==> src/rtl/sram_arbiter_pkg.sv <==
// rtl/sram_arbiter_pkg.sv - shared types and helpers for the SRAM arbiter
// Purpose: FSM state encoding, write-strobe constants and the byte-lane merge
//          used to build read-modify-write data.
// Ports:   none (package).
package sram_arbiter_pkg;

  typedef enum logic [1:0] {
    ST_IDLE = 2'd0,
    ST_RD   = 2'd1,
    ST_CAP  = 2'd2,
    ST_WR   = 2'd3
  } state_e;

  localparam logic [3:0] WSTRB_FULL = 4'hF;
  localparam logic [3:0] WSTRB_READ = 4'h0;

  // Strobed lanes take the new write data, the rest keep the word read from the macro.
  function automatic logic [31:0] merge_lanes(input logic [31:0] new_d,
                                               input logic [31:0] old_d,
                                               input logic [3:0]  strb);
    logic [31:0] m;
    for (int i = 0; i < 4; i++) begin
      m[i*8 +: 8] = strb[i] ? new_d[i*8 +: 8] : old_d[i*8 +: 8];
    end
    return m;
  endfunction

endpackage

==> src/rtl/sram_arbiter_if.sv <==
// rtl/sram_arbiter_if.sv - picorv32-style requester port bundle
// Purpose: one requester's valid/ready handshake plus address, strobes and data.
// Ports:   valid/addr/wstrb/wdata driven by the master (requester),
//          ready/rdata driven by the slave (arbiter).
interface sram_arbiter_if #(
  parameter int ADDR_W = 10,
  parameter int DATA_W = 32
);
  logic              valid;
  logic              ready;
  logic [ADDR_W-1:0] addr;
  logic [3:0]        wstrb;
  logic [DATA_W-1:0] wdata;
  logic [DATA_W-1:0] rdata;

  modport master (output valid, addr, wstrb, wdata, input  ready, rdata);
  modport slave  (input  valid, addr, wstrb, wdata, output ready, rdata);
endinterface

==> src/rtl/rr_arb2.sv <==
// rtl/rr_arb2.sv - two-way round-robin arbiter with optional fixed priority
// Purpose: picks one of two requesters; the pointer moves to the other port
//          after every accepted grant. FIXED_PRIO=1 makes port 0 always win.
// Ports:   clk, reset (sync, active-high); req[1:0] requests; advance commits
//          the current grant; gnt[1:0] one-hot grant (zero when no request).
module rr_arb2 #(
  parameter int FIXED_PRIO = 0
) (
  input  logic       clk,
  input  logic       reset,
  input  logic [1:0] req,
  input  logic       advance,
  output logic [1:0] gnt
);
  logic ptr_q, ptr_d;

  always_comb begin
    gnt = 2'b00;
    if (FIXED_PRIO != 0) begin
      if (req[0])      gnt = 2'b01;
      else if (req[1]) gnt = 2'b10;
    end else begin
      // Only a tie needs the pointer; a lone request always wins.
      if (req == 2'b11) gnt = ptr_q ? 2'b10 : 2'b01;
      else              gnt = req;
    end
    ptr_d = ptr_q;
    if (advance && (gnt != 2'b00)) ptr_d = gnt[0];
  end

  always_ff @(posedge clk) begin
    if (reset) ptr_q <= 1'b0;
    else       ptr_q <= ptr_d;
  end
endmodule

==> src/rtl/sram_arbiter.sv <==
// rtl/sram_arbiter.sv - shares one single-port 1024x32 SRAM between two requesters
// Purpose: arbitrates port 0 (CPU) and port 1 (DMA/loader) onto the macro;
//          byte-strobed writes are done as read-modify-write.
// Ports:   clk, reset (sync, active-high); p0, p1 requester bundles;
//          sram_a/sram_d/sram_cen/sram_wen/sram_oen to the macro, sram_q from it.
module sram_arbiter
  import sram_arbiter_pkg::*;
#(
  parameter int ADDR_W     = 10,
  parameter int DATA_W     = 32,
  parameter int FIXED_PRIO = 0
) (
  input  logic              clk,
  input  logic              reset,
  sram_arbiter_if.slave     p0,
  sram_arbiter_if.slave     p1,
  output logic [ADDR_W-1:0] sram_a,
  output logic [DATA_W-1:0] sram_d,
  output logic              sram_cen,
  output logic              sram_wen,
  output logic              sram_oen,
  input  logic [DATA_W-1:0] sram_q
);
  state_e            state_q, state_d;
  logic              gnt_q, gnt_d;     // granted port index
  logic [ADDR_W-1:0] addr_q, addr_d;
  logic [3:0]        wstrb_q, wstrb_d;
  logic [DATA_W-1:0] wbuf_q, wbuf_d;   // write data, merged with Q on partial writes
  logic [1:0]        req, gnt;
  logic              advance, done;

  assign req     = {p1.valid, p0.valid};
  assign advance = (state_q == ST_IDLE) && (req != 2'b00);

  rr_arb2 #(.FIXED_PRIO(FIXED_PRIO)) u_arb (
    .clk     (clk),
    .reset   (reset),
    .req     (req),
    .advance (advance),
    .gnt     (gnt)
  );

  always_comb begin
    state_d = state_q;
    gnt_d   = gnt_q;
    addr_d  = addr_q;
    wstrb_d = wstrb_q;
    wbuf_d  = wbuf_q;
    case (state_q)
      ST_IDLE: begin
        if (advance) begin
          gnt_d   = gnt[1];
          addr_d  = gnt[1] ? p1.addr  : p0.addr;
          wstrb_d = gnt[1] ? p1.wstrb : p0.wstrb;
          wbuf_d  = gnt[1] ? p1.wdata : p0.wdata;
          state_d = (wstrb_d == WSTRB_FULL) ? ST_WR : ST_RD;
        end
      end
      ST_RD:  state_d = ST_CAP;
      ST_CAP: begin
        if (wstrb_q == WSTRB_READ) begin
          state_d = ST_IDLE;
        end else begin
          wbuf_d  = merge_lanes(wbuf_q, sram_q, wstrb_q);
          state_d = ST_WR;
        end
      end
      default: state_d = ST_IDLE;
    endcase
  end

  always_ff @(posedge clk) begin
    if (reset) begin
      state_q <= ST_IDLE;
      gnt_q   <= 1'b0;
      addr_q  <= '0;
      wstrb_q <= '0;
      wbuf_q  <= '0;
    end else begin
      state_q <= state_d;
      gnt_q   <= gnt_d;
      addr_q  <= addr_d;
      wstrb_q <= wstrb_d;
      wbuf_q  <= wbuf_d;
    end
  end

  // Macro controls come from the state register alone. CEn stays low through
  // CAP because raising it would clear Q before it is consumed.
  assign sram_cen = (state_q == ST_IDLE);
  assign sram_oen = (state_q != ST_RD);
  assign sram_wen = (state_q != ST_WR);
  assign sram_a   = addr_q;
  assign sram_d   = wbuf_q;

  assign done     = ((state_q == ST_CAP) && (wstrb_q == WSTRB_READ)) || (state_q == ST_WR);
  assign p0.ready = done && !gnt_q;
  assign p1.ready = done &&  gnt_q;
  assign p0.rdata = sram_q;
  assign p1.rdata = sram_q;
endmodule

==> src/flat_wrapper.sv <==
// flat-port wrapper written by rule: the top's interface ports become plain ports
module sram_arbiter_flat import sram_arbiter_pkg::*;
#(
  parameter int ADDR_W     = 10,
  parameter int DATA_W     = 32,
  parameter int FIXED_PRIO = 0
)
  (clk, reset, sram_a, sram_d, sram_cen, sram_wen, sram_oen, sram_q, p0_valid, p0_addr, p0_wstrb, p0_wdata, p0_ready, p0_rdata, p1_valid, p1_addr, p1_wstrb, p1_wdata, p1_ready, p1_rdata);
  sram_arbiter_if #(.ADDR_W(ADDR_W), .DATA_W(DATA_W)) p0_i ();
  sram_arbiter_if #(.ADDR_W(ADDR_W), .DATA_W(DATA_W)) p1_i ();
  input  logic clk;
  input  logic reset;
  output logic [ADDR_W-1:0] sram_a;
  output logic [DATA_W-1:0] sram_d;
  output logic sram_cen;
  output logic sram_wen;
  output logic sram_oen;
  input  logic [DATA_W-1:0] sram_q;
  input wire logic [$bits(p0_i.valid)-1:0] p0_valid;
  input wire logic [$bits(p0_i.addr)-1:0] p0_addr;
  input wire logic [$bits(p0_i.wstrb)-1:0] p0_wstrb;
  input wire logic [$bits(p0_i.wdata)-1:0] p0_wdata;
  output wire logic [$bits(p0_i.ready)-1:0] p0_ready;
  output wire logic [$bits(p0_i.rdata)-1:0] p0_rdata;
  input wire logic [$bits(p1_i.valid)-1:0] p1_valid;
  input wire logic [$bits(p1_i.addr)-1:0] p1_addr;
  input wire logic [$bits(p1_i.wstrb)-1:0] p1_wstrb;
  input wire logic [$bits(p1_i.wdata)-1:0] p1_wdata;
  output wire logic [$bits(p1_i.ready)-1:0] p1_ready;
  output wire logic [$bits(p1_i.rdata)-1:0] p1_rdata;
  assign p0_i.valid = p0_valid;
  assign p0_i.addr = p0_addr;
  assign p0_i.wstrb = p0_wstrb;
  assign p0_i.wdata = p0_wdata;
  assign p0_ready = p0_i.ready;
  assign p0_rdata = p0_i.rdata;
  assign p1_i.valid = p1_valid;
  assign p1_i.addr = p1_addr;
  assign p1_i.wstrb = p1_wstrb;
  assign p1_i.wdata = p1_wdata;
  assign p1_ready = p1_i.ready;
  assign p1_rdata = p1_i.rdata;
  sram_arbiter #(.ADDR_W(ADDR_W), .DATA_W(DATA_W), .FIXED_PRIO(FIXED_PRIO)) u_core (.clk(clk), .reset(reset), .p0(p0_i), .p1(p1_i), .sram_a(sram_a), .sram_d(sram_d), .sram_cen(sram_cen), .sram_wen(sram_wen), .sram_oen(sram_oen), .sram_q(sram_q));
endmodule
==> config.mk <==
export PLATFORM = sky130hd
export DESIGN_NAME = sram_arbiter_flat
export DESIGN_NICKNAME = d
export VERILOG_FILES = /design/src/rtl/sram_arbiter_pkg.sv /design/src/rtl/sram_arbiter_if.sv /design/src/rtl/rr_arb2.sv /design/src/rtl/sram_arbiter.sv /design/src/flat_wrapper.sv
export SDC_FILE = /design/constraint.sdc
export NUM_CORES = 1
export LEC_CHECK = 0
export CAP_MARGIN = 10
export CORE_MARGIN = 1.5
export CORE_UTILIZATION = 34
export CTS_BUF_LIST = sky130_fd_sc_hd__clkbuf_8
export DETAILED_ROUTE_END_ITERATION = 6
export GPL_ROUTABILITY_DRIVEN = 0
export HOLD_SLACK_MARGIN = 0.12
export PLACE_DENSITY = 0.85
export SLEW_MARGIN = 20
export SYNTH_ARGS = -nofsm -noshare
export SYNTH_HDL_FRONTEND = slang
export SYNTH_HIERARCHICAL = 1
export SYNTH_SLANG_ARGS = --single-unit
==> constraint.sdc <==
create_clock -name clk -period 1.45 [get_ports clk]
set_clock_uncertainty 0.1 [all_clocks]
set_input_delay 0.29 -clock clk [delete_from_list [all_inputs] [get_ports clk]]
set_output_delay 0.29 -clock clk [all_outputs]
set_load 0.02 [all_outputs]
* Yosys cells after proc, flatten, opt, wreduce, memory -nomap -nowiden
Index checks and enable logic that the tools add are counted.
** Word-level totals
- Output and inout bits :: 111
- Register bits after elaboration :: 50
- Bits of input ports :: 128
- Logic and storage cells :: 55
** Cells by class
- Mux-type cells :: 16
- Reductions and logical operators :: 17
- Equality and inequality tests :: 13
** Operator list (number)
- two-way mux 32 bit :: 3
- case mux 32 bit (2 select lines) :: 1
- two-way mux 8 bit :: 4
- AND reduction 4 bit :: 4
- != test 2 bit, second input constant :: 6
- two-way mux 10 bit :: 1
- two-way mux 2 bit :: 5
- == test 2 bit, second input constant :: 3
- case mux 2 bit (3 select lines) :: 1
- nonzero test 2 bit :: 3
- logical AND 1 bit :: 5
- == test 4 bit, second input constant :: 1
- logical NOT 4 bit :: 1
- two-way mux 4 bit :: 1
- != test 2 x 1 -> 1 bit, second input constant :: 2
- == test 2 x 1 -> 1 bit, second input constant :: 1
- logical NOT 2 bit :: 1
- AND reduction 2 bit :: 1
- logical NOT 1 bit :: 1
- logical OR 1 bit :: 1

* Logic depth before layout (Yosys ltp)
Gate-level depths: netlist of run 1.
- Word-level depth :: 7
- Depth in mapped cells :: 7
- Depth with buffers taken out :: 5

* Cells and area by module
Netlist of run 1, hierarchy kept.
** By module, submodules not included
- sram_arbiter :: cells an instance 383, area each 3557.2 µm², instances 1, seq. area each 980.9 µm²
- rr_arb2 :: cells an instance 7, area each 65.1 µm², instances 1, seq. area each 20.0 µm²

* Least setup slack after synthesis of run 1
No wires, ideal clock.
- Path type :: register to output
- Start point :: reg u_core.wstrb_q[0]
- End point :: out p0_ready
- Data required time :: 1.060 ns
- Cell stages (with the launch flop) :: 4
- Path slack :: -0.365 ns
- Arrival time :: 1.425 ns
- Cells stage by stage :: dfxtp_1 > or4_1 > a21boi_1 > nor2b_1
** Between the ends
- Cells in the longest elaborated chain, start to end :: 4
** RTL lines
- start: declaration :: line sram_arbiter.sv:27 : logic [3:0] wstrb_q, wstrb_d;
- start signal: assignment :: line sram_arbiter.sv:83 : wstrb_q <= wstrb_d;
- logical NOT 4 bit :: line sram_arbiter.sv:96 : assign done = ((state_q == ST_CAP) && (wstrb_q == WSTRB_READ)) || (state_q == ST_WR);
- logical AND 1 bit :: line sram_arbiter.sv:96
- logical OR 1 bit :: line sram_arbiter.sv:96
- logical AND 1 bit :: line sram_arbiter.sv:97 : assign p0.ready = done && !gnt_q;
- end: declaration :: line flat_wrapper.sv:23 : output wire logic [$bits(p0_i.ready)-1:0] p0_ready;
No other way between the ends.

* Worst setup path in the final report of run 1
Same ends and word-level chain as after synthesis.

==> results of run 1 <==
==> flip-flops by register name, indices dropped and copies added (netlist names) <==
register / flops
u_core/sram_a: 10
u_core/wstrb_q: 4
u_core/gnt_q: 1
u_core/state_q: 2
u_core/sram_d: 32
u_core/u_arb/ptr_q: 1
==> cell type report <==
| cell class | instances | area share (%) |
|---|---|---|
| inverters | 2 | 0.1588 |
| well taps | 136 | 2.699 |
| multi-input cells | 237 | 33.92 |
| repair buffers | 315 | 45.68 |
| flip-flops and latches | 50 | 16.03 |
| clock buffers | 6 | 1.310 |
| clock inverters | 2 | 0.1985 |
==> power by group <==
part           internal, mW  total, mW  leakage [nW]  switching (mW)
Combinational          1.55       2.99          2.33            1.44
Sequential             1.61       1.74         0.416           0.135
Clock                 0.385      0.854        0.0472           0.469
Total                  3.54       5.59          2.80            2.04
==> repair_timing <==
item                       4_1_cts  5_1_grt
setup endpoints to repair      161       63
hold buffers                     0        0
resized for setup              373       44
gates cloned                     4        1
buffers inserted                 9        9
pin swaps                       22       26
==> worst max path at each step <==
| stage | cells after the start | from | slack [ns] | end |
|---|---|---|---|---|
| floorplan | 3 | u_core/wstrb_q[0] | -0.18 | p0_ready |
| global placement | 4 | u_core/wstrb_q[0] | -0.72 | p0_ready |
| detailed placement | 4 | u_core/wstrb_q[0] | -0.75 | p0_ready |
| CTS | 4 | u_core/wstrb_q[3] | -0.60 | p0_ready |
| global route | 4 | u_core/wstrb_q[0] | -0.63 | p0_ready |
| finish | 4 | u_core/wstrb_q[0] | -0.58 | p0_ready |
==> per-stage QoR <==
step	utilization [%]	instance area [sq um]	power [mW]	setup TNS, ns	cells
detailed placement	58.37	6026	4.562	-49.90	722
CTS	60.09	6203	5.508	-7.707	743
global route	61.07	6305	5.834	-8.651	748
finish	61.07	6305	5.588	-6.309	748
floorplan	-	3651	3.289	-0.3368	389
global placement	58.37	6026	4.500	-47.30	722
==> worst max-delay path, cell delays in order (launching register included) <==
cell      delay, ns
dfxtp_2        0.33
or4_4          0.55
a21boi_4       0.18
nor2b_4        0.17
buf_6          0.12
==> metal layers <==
metal	up-vias	track usage, %	wire length [microns]	share of wire (%)
met1	1785	24.43	5246	40
li1	1773	-	-	-
met2	133	41.57	7199	54
met5	-	0	0	0
met3	12	4.169	642	4.8
met4	0	5.502	154	1.2
==> metrics.md, run 1 <==
| Metric | Value |
|---|---|
| Cell count after synthesis | about 400 |
| Fin nets | roughly 740 |
| Slew HR | between 70% and 80% |
| Core ar. | roughly 10,000 sq um |
| Startpoint types | flop |
| TritonCTS clock tree | built |
| Max Freq | about 490 MHz |
| Initial DRC Count | about 100 |
| Worst hold slack | approximately 0.36 ns |
| Fillers | ~880 |
| Outcome | finished, violations left |
| Reg-to-reg critical path startpoint | u_core/wstrb_q[0] |
| Worst hold path type | primary input to flop |
| CP endpoint kind | output port |
| Failing checks | setup timing |
| FF-to-FF path depth | 5 |
| Post-layout min period | 2.028 ns |
| IO Pins | roughly 240 |
| Most frequent cells in the layout | clkdlybuf4s50_1 (124), mux2i_1 (68), buf_2 (63) |
| Initial antenna violation count | 0 |
| Worst vdd ir | 467.6 uV |
| Clock-pin transition on the worst setup and hold timing paths | 0.09 ns |
| CP required | roughly 1.1 ns |
| Final WS setup | -0.5776 ns |
| Vias | approximately 3,700 |
| CP Data Arrival Time | roughly 1.6 ns |
| Slew Viols, Final | 0 |
| ANT cells | 0 |
| Die Y | between 100 and 150 microns |
| Largest net degree at the start of global routing | 45 |
| Final wirelength | 13.24 mm |
| Pleak | ~2.8 nW |
| Initial Utilization | roughly a third |
| IO Port Bufs | 238 |
| Critical path type | flop to output port |
| First-pass GRT wire length | ~20 mm |
| Proportion of layout cells with a drive suffix above 1 | roughly a third |
| Commonest non-fill, non-tap cell in the layout | clkdlybuf4s50_1 |
| Final setup viols | 54 |
| Sequential cell area | 1011 sq um |
| Grt ovf | 0 |
| Synthesized area | 3615 sq um |
| RSZ-0062 raised after global routing | yes |
| Final hold violations | 0 |
| Tot GR Track Use | a little over a fifth |
| Reg2Reg Setup Slack | -0.17 ns |
| Multi-input logic area | 2138 sq um |
| Crit-path max FO | 3 |
| Hold_sp | reset |
| Max-cap violation count | 0 |
| Place WS | -0.7481 ns |
| Syn_area_per_cell | 9.292 sq um |
| Row count | 37 |
| H-tree depth | 2 |
| Syn nets | around 520 |
| DR vias/cell | roughly 5 |
| Die width | around 110 microns |
| Pre-Repair DR Iteration Count | 4 |
| DP HPWL | around 9.2 mm |
| DR WL/cell | around 18 microns |
| Worst r2r dst | u_core/state_q[1] |
| Clock Latency Late Sink | roughly 0.3 ns |
| Yosys warning total | 6 |
| Clock Path Buffers | 2 |
| DR DRC count | 0 |
| Clock sink total | 50 |
| Synthesis-to-layout area growth | 74.42% |
| Cts bufs inserted | 5 |
| ANT nets after route | 0 |
| CTS root buf | clkbuf_8 |
| Slew @ Worst Pin | between 0.3 and 0.4 ns |
| Hold Path Cell Cnt | 3 |
| Power Density | 886.4 nW/um^2 |
| Hold path endpoint | u_core/sram_a[2] |
| Die Area | 11,260 sq um |
| Crit share post-route | 139.8% |
| Vias in the first global route | 3,865 |
(Power assumes the default switching activity.)
==> run 2, diff against run 1 <==
- SETUP_SLACK_MARGIN: default -> 0.15
==> run 2 against run 1 <==
Compared with the run above:
- the run still ends with setup timing left
- final area is 4.9% higher
- non-clock buffer count up 7
- die area is the same
- sequential power hardly changed
- first-iteration DRC count shrank 17%
- sequential cell count stayed put
- maximum frequency shrank 2.1%
- core utilization grew 3.0 points
- worst hold slack worse by 0.0057 ns
- total power grew 10%
- clock power is 45% higher
- global-route usage up 0.31 points
- largest power group unchanged
- highest routed layer unchanged
==> metrics.md, run 2 (synthesis results as in run 1) <==
| Metric | Value |
|---|---|
| Grt ovf | 0 (unchanged) |
| Hold Path Cell Cnt | 3 (unchanged) |
| Final setup viols | 55 (was 54) |
| Pleak | 2.921 nW (was 2.795 nW) |
| CP required | 1.06 ns (about the same) |
| Max reg flops | 32 (unchanged) |
| Slew HR | 62.95% (was 77.16%) |
| TritonCTS clock tree | built (unchanged) |
| Die Y | 106.1 microns (unchanged) |
| CP Data Arrival Time | 1.68 ns (was 1.64 ns) |
| Cts bufs inserted | 5 (unchanged) |
| Commonest non-fill, non-tap cell in the layout | clkdlybuf4s50_1 (unchanged) |
| Number of placed cells counting well taps | 722 (unchanged) |
| Die width | 106.1 microns (unchanged) |
| Core ar. | 10,320 sq um (unchanged) |
| Fillers | 825 (was 875) |
| GR Util met1 | 23.33% (was 24.43%) |
| Worst vdd ir | 532.5 uV (was 467.6 uV) |
| Row count | 37 (unchanged) |
| Worst hold path type | primary input to flop (unchanged) |
| Non-Filler Instances | 755 (was 748) |
| Failing checks | setup timing (unchanged) |
| Initial Utilization | 35.01% (unchanged) |
| Synthesis-to-layout area growth | 82.97% (was 74.42%) |
| DP HPWL | 9.058 mm (was 9.246 mm) |
| Final hold violations | 0 (unchanged) |
| Largest net degree at the start of global routing | 77 (was 45) |
| Reg-to-reg critical path startpoint | u_core/state_q[1] (was u_core/wstrb_q[0]) |
| Worst r2r dst | u_core/sram_d[7] (was u_core/state_q[1]) |
| Die Area | 11,260 sq um (unchanged) |
| DR WL/cell | 17.55 microns (was 17.70 microns) |
| CP max stage delay | 0.55 ns (about the same) |
| Fin nets | 746 (was 739) |
| Buf/Inv on CP | 1 (unchanged) |
| Sequential cell area | 1012 sq um (was 1011 sq um) |
| Critical path type | flop to output port (unchanged) |
| RSZ-0062 raised after global routing | yes (unchanged) |
| Vias | 3,820 (was 3,703) |
| Worst hold slack | 0.3561 ns (was 0.3618 ns) |
| First-pass GRT wire length | 19.69 mm (was 19.57 mm) |
| Initial antenna violation count | 0 (unchanged) |
| Clock-pin transition on the worst setup and hold timing paths | 0.10 ns (was 0.09 ns) |
| CTS root buf | clkbuf_8 (unchanged) |
| Final wirelength | 13.25 mm (was 13.24 mm) |
| Crit-path max FO | 3 (unchanged) |
| Slowest CP cell | or4_4 (unchanged) |
| Final WS setup | -0.6206 ns (was -0.5776 ns) |
| Startpoint types | flop (unchanged) |
| Proportion of layout cells with a drive suffix above 1 | 37.80% (was 32.35%) |
| Busiest layer in global routing | met2 (unchanged) |
| Hold_sp | reset (unchanged) |
| ANT cells | 0 (unchanged) |
| Clock Path Buffers | 2 (unchanged) |
| Critical-path cell list | or4_4, a21boi_4, nor2b_4, buf_6 (unchanged) |
| Max-cap violation count | 0 (unchanged) |
| Reg2Reg Setup Slack | -0.29 ns (was -0.17 ns) |
| DR DRC count | 0 (unchanged) |
| DR vias/cell | 5.060 (was 4.951) |
| Crit share post-route | 142.8% (was 139.8%) |
| Power Density | 933.0 nW/um^2 (was 886.4 nW/um^2) |
| Tot GR Track Use | 22.07% (was 21.76%) |
| Initial DRC Count | 85 (was 103) |
| Hold path endpoint | u_core/gnt_q (was u_core/sram_a[2]) |
| Slew Viols, Final | 0 (unchanged) |
| FF-to-FF path depth | 8 (was 5) |
| IO Pins | 239 (unchanged) |
| Post-layout min period | 2.071 ns (was 2.028 ns) |
| H-tree depth | 2 (unchanged) |
| ANT nets after route | 0 (unchanged) |
| Total power | 6.171 mW (was 5.588 mW) |
| GR met3 Demand/Resource | 4.966% (was 4.169%) |
| Multi-input logic area | 2180 sq um (was 2138 sq um) |
| Clock Latency Late Sink | 0.31 ns (was 0.30 ns) |
| Placed inst area | 6070 sq um (was 6026 sq um) |
| Post-route cell area | 6614 sq um (was 6305 sq um) |
| IO Port Bufs | 238 (unchanged) |
| CP endpoint kind | output port (unchanged) |
| Layout Utilization | 64.07% (was 61.07%) |
| Global-route met2 utilization | 42.44% (was 41.57%) |
| Top delay family on crit path | simple AND/OR/NAND/NOR gates (unchanged) |
| Outcome | finished, violations left (unchanged) |
| Vias in the first global route | 4,032 (was 3,865) |
| Most frequent cells in the layout | clkdlybuf4s50_1 (92), mux2i_1 (71), buf_4 (55) (was clkdlybuf4s50_1 (124), mux2i_1 (68), buf_2 (63)) |
| Pre-Repair DR Iteration Count | 4 (unchanged) |
| Max Freq | 483.0 MHz (was 493.2 MHz) |
| Slew @ Worst Pin | 0.5557 ns (was 0.3426 ns) |
| Clock sink total | 50 (unchanged) |
run 2: cell types whose count changed in the layout (fill, tap and decap cells not counted), moves of 10 or more:
cell,delta
a21oi_2,+15
buf_4,+10
a21oi_1,-15
buf_2,-21
clkdlybuf4s15_1,+18
clkdlybuf4s50_1,-32
buf_6,+28
run 2: power by group:
group | internal (mW) | switching [mW] | total (mW)
Clock | 0.736 | 0.504 | 1.24
Combinational | 1.67 | 1.52 | 3.19
Sequential | 1.61 | 0.132 | 1.74
run 2: metrics by stage:
| step | setup TNS, ns | setup slack [ns] |
|---|---|---|
| after floorplan | -0.3368 | -0.1834 |
| after global placement | -47.64 | -0.7316 |
| after detailed placement | -49.70 | -0.7441 |
| after CTS | -11.09 | -0.6247 |
| after global routing | -15.38 | -0.6776 |
| final | -13.07 | -0.6206 |
run 2: per-layer routing:
layer	part of all wire [%]	up-vias
met3	6.7	23
met5	0	-
li1	-	1795
met4	2.0	0
met1	38	1827
met2	53	175
run 2: final cells by class:
| type | count | area share (%) |
|---|---|---|
| Timing Repair Buffer | 322 | 46.78 |
| Multi-Input combinational cell | 237 | 32.95 |
| Sequential cell | 50 | 15.30 |
| Tap cell | 136 | 2.573 |
| Clock buffer | 6 | 1.249 |
| Clock inverter | 2 | 0.9081 |
| Inverter | 2 | 0.2270 |
run 2: how the worst max path moves through the flow:
stage          endpoint               from  depth (start not counted)
5_1_grt        p0_ready  u_core/wstrb_q[3]                          4
3_5_place_dp   p0_ready  u_core/wstrb_q[0]                          4
4_1_cts        p0_ready  u_core/wstrb_q[3]                          4
3_3_place_gp   p0_ready  u_core/wstrb_q[0]                          4
6_report       p0_ready  u_core/wstrb_q[3]                          4
2_1_floorplan  p0_ready  u_core/wstrb_q[0]                          3
run 2: what timing repair did:
action                                  CTS  global route
endpoints found under the setup margin  161            71
resized for setup                       520            39
buffers inserted                         12             6
hold buffers                              0             0
endpoints found under the hold margin     0             0
pin swaps                                20            14
cloned                                    7             0
run 2: worst reg2reg max path, stage by stage (launching register included):
cell and delay (ns):
dfxtp_4 0.37, buf_6 0.09, buf_6 0.08, buf_6 0.09
buf_12 0.11, nand2b_4 0.08, o32a_1 0.43, buf_12 0.17
mux2i_1 0.11
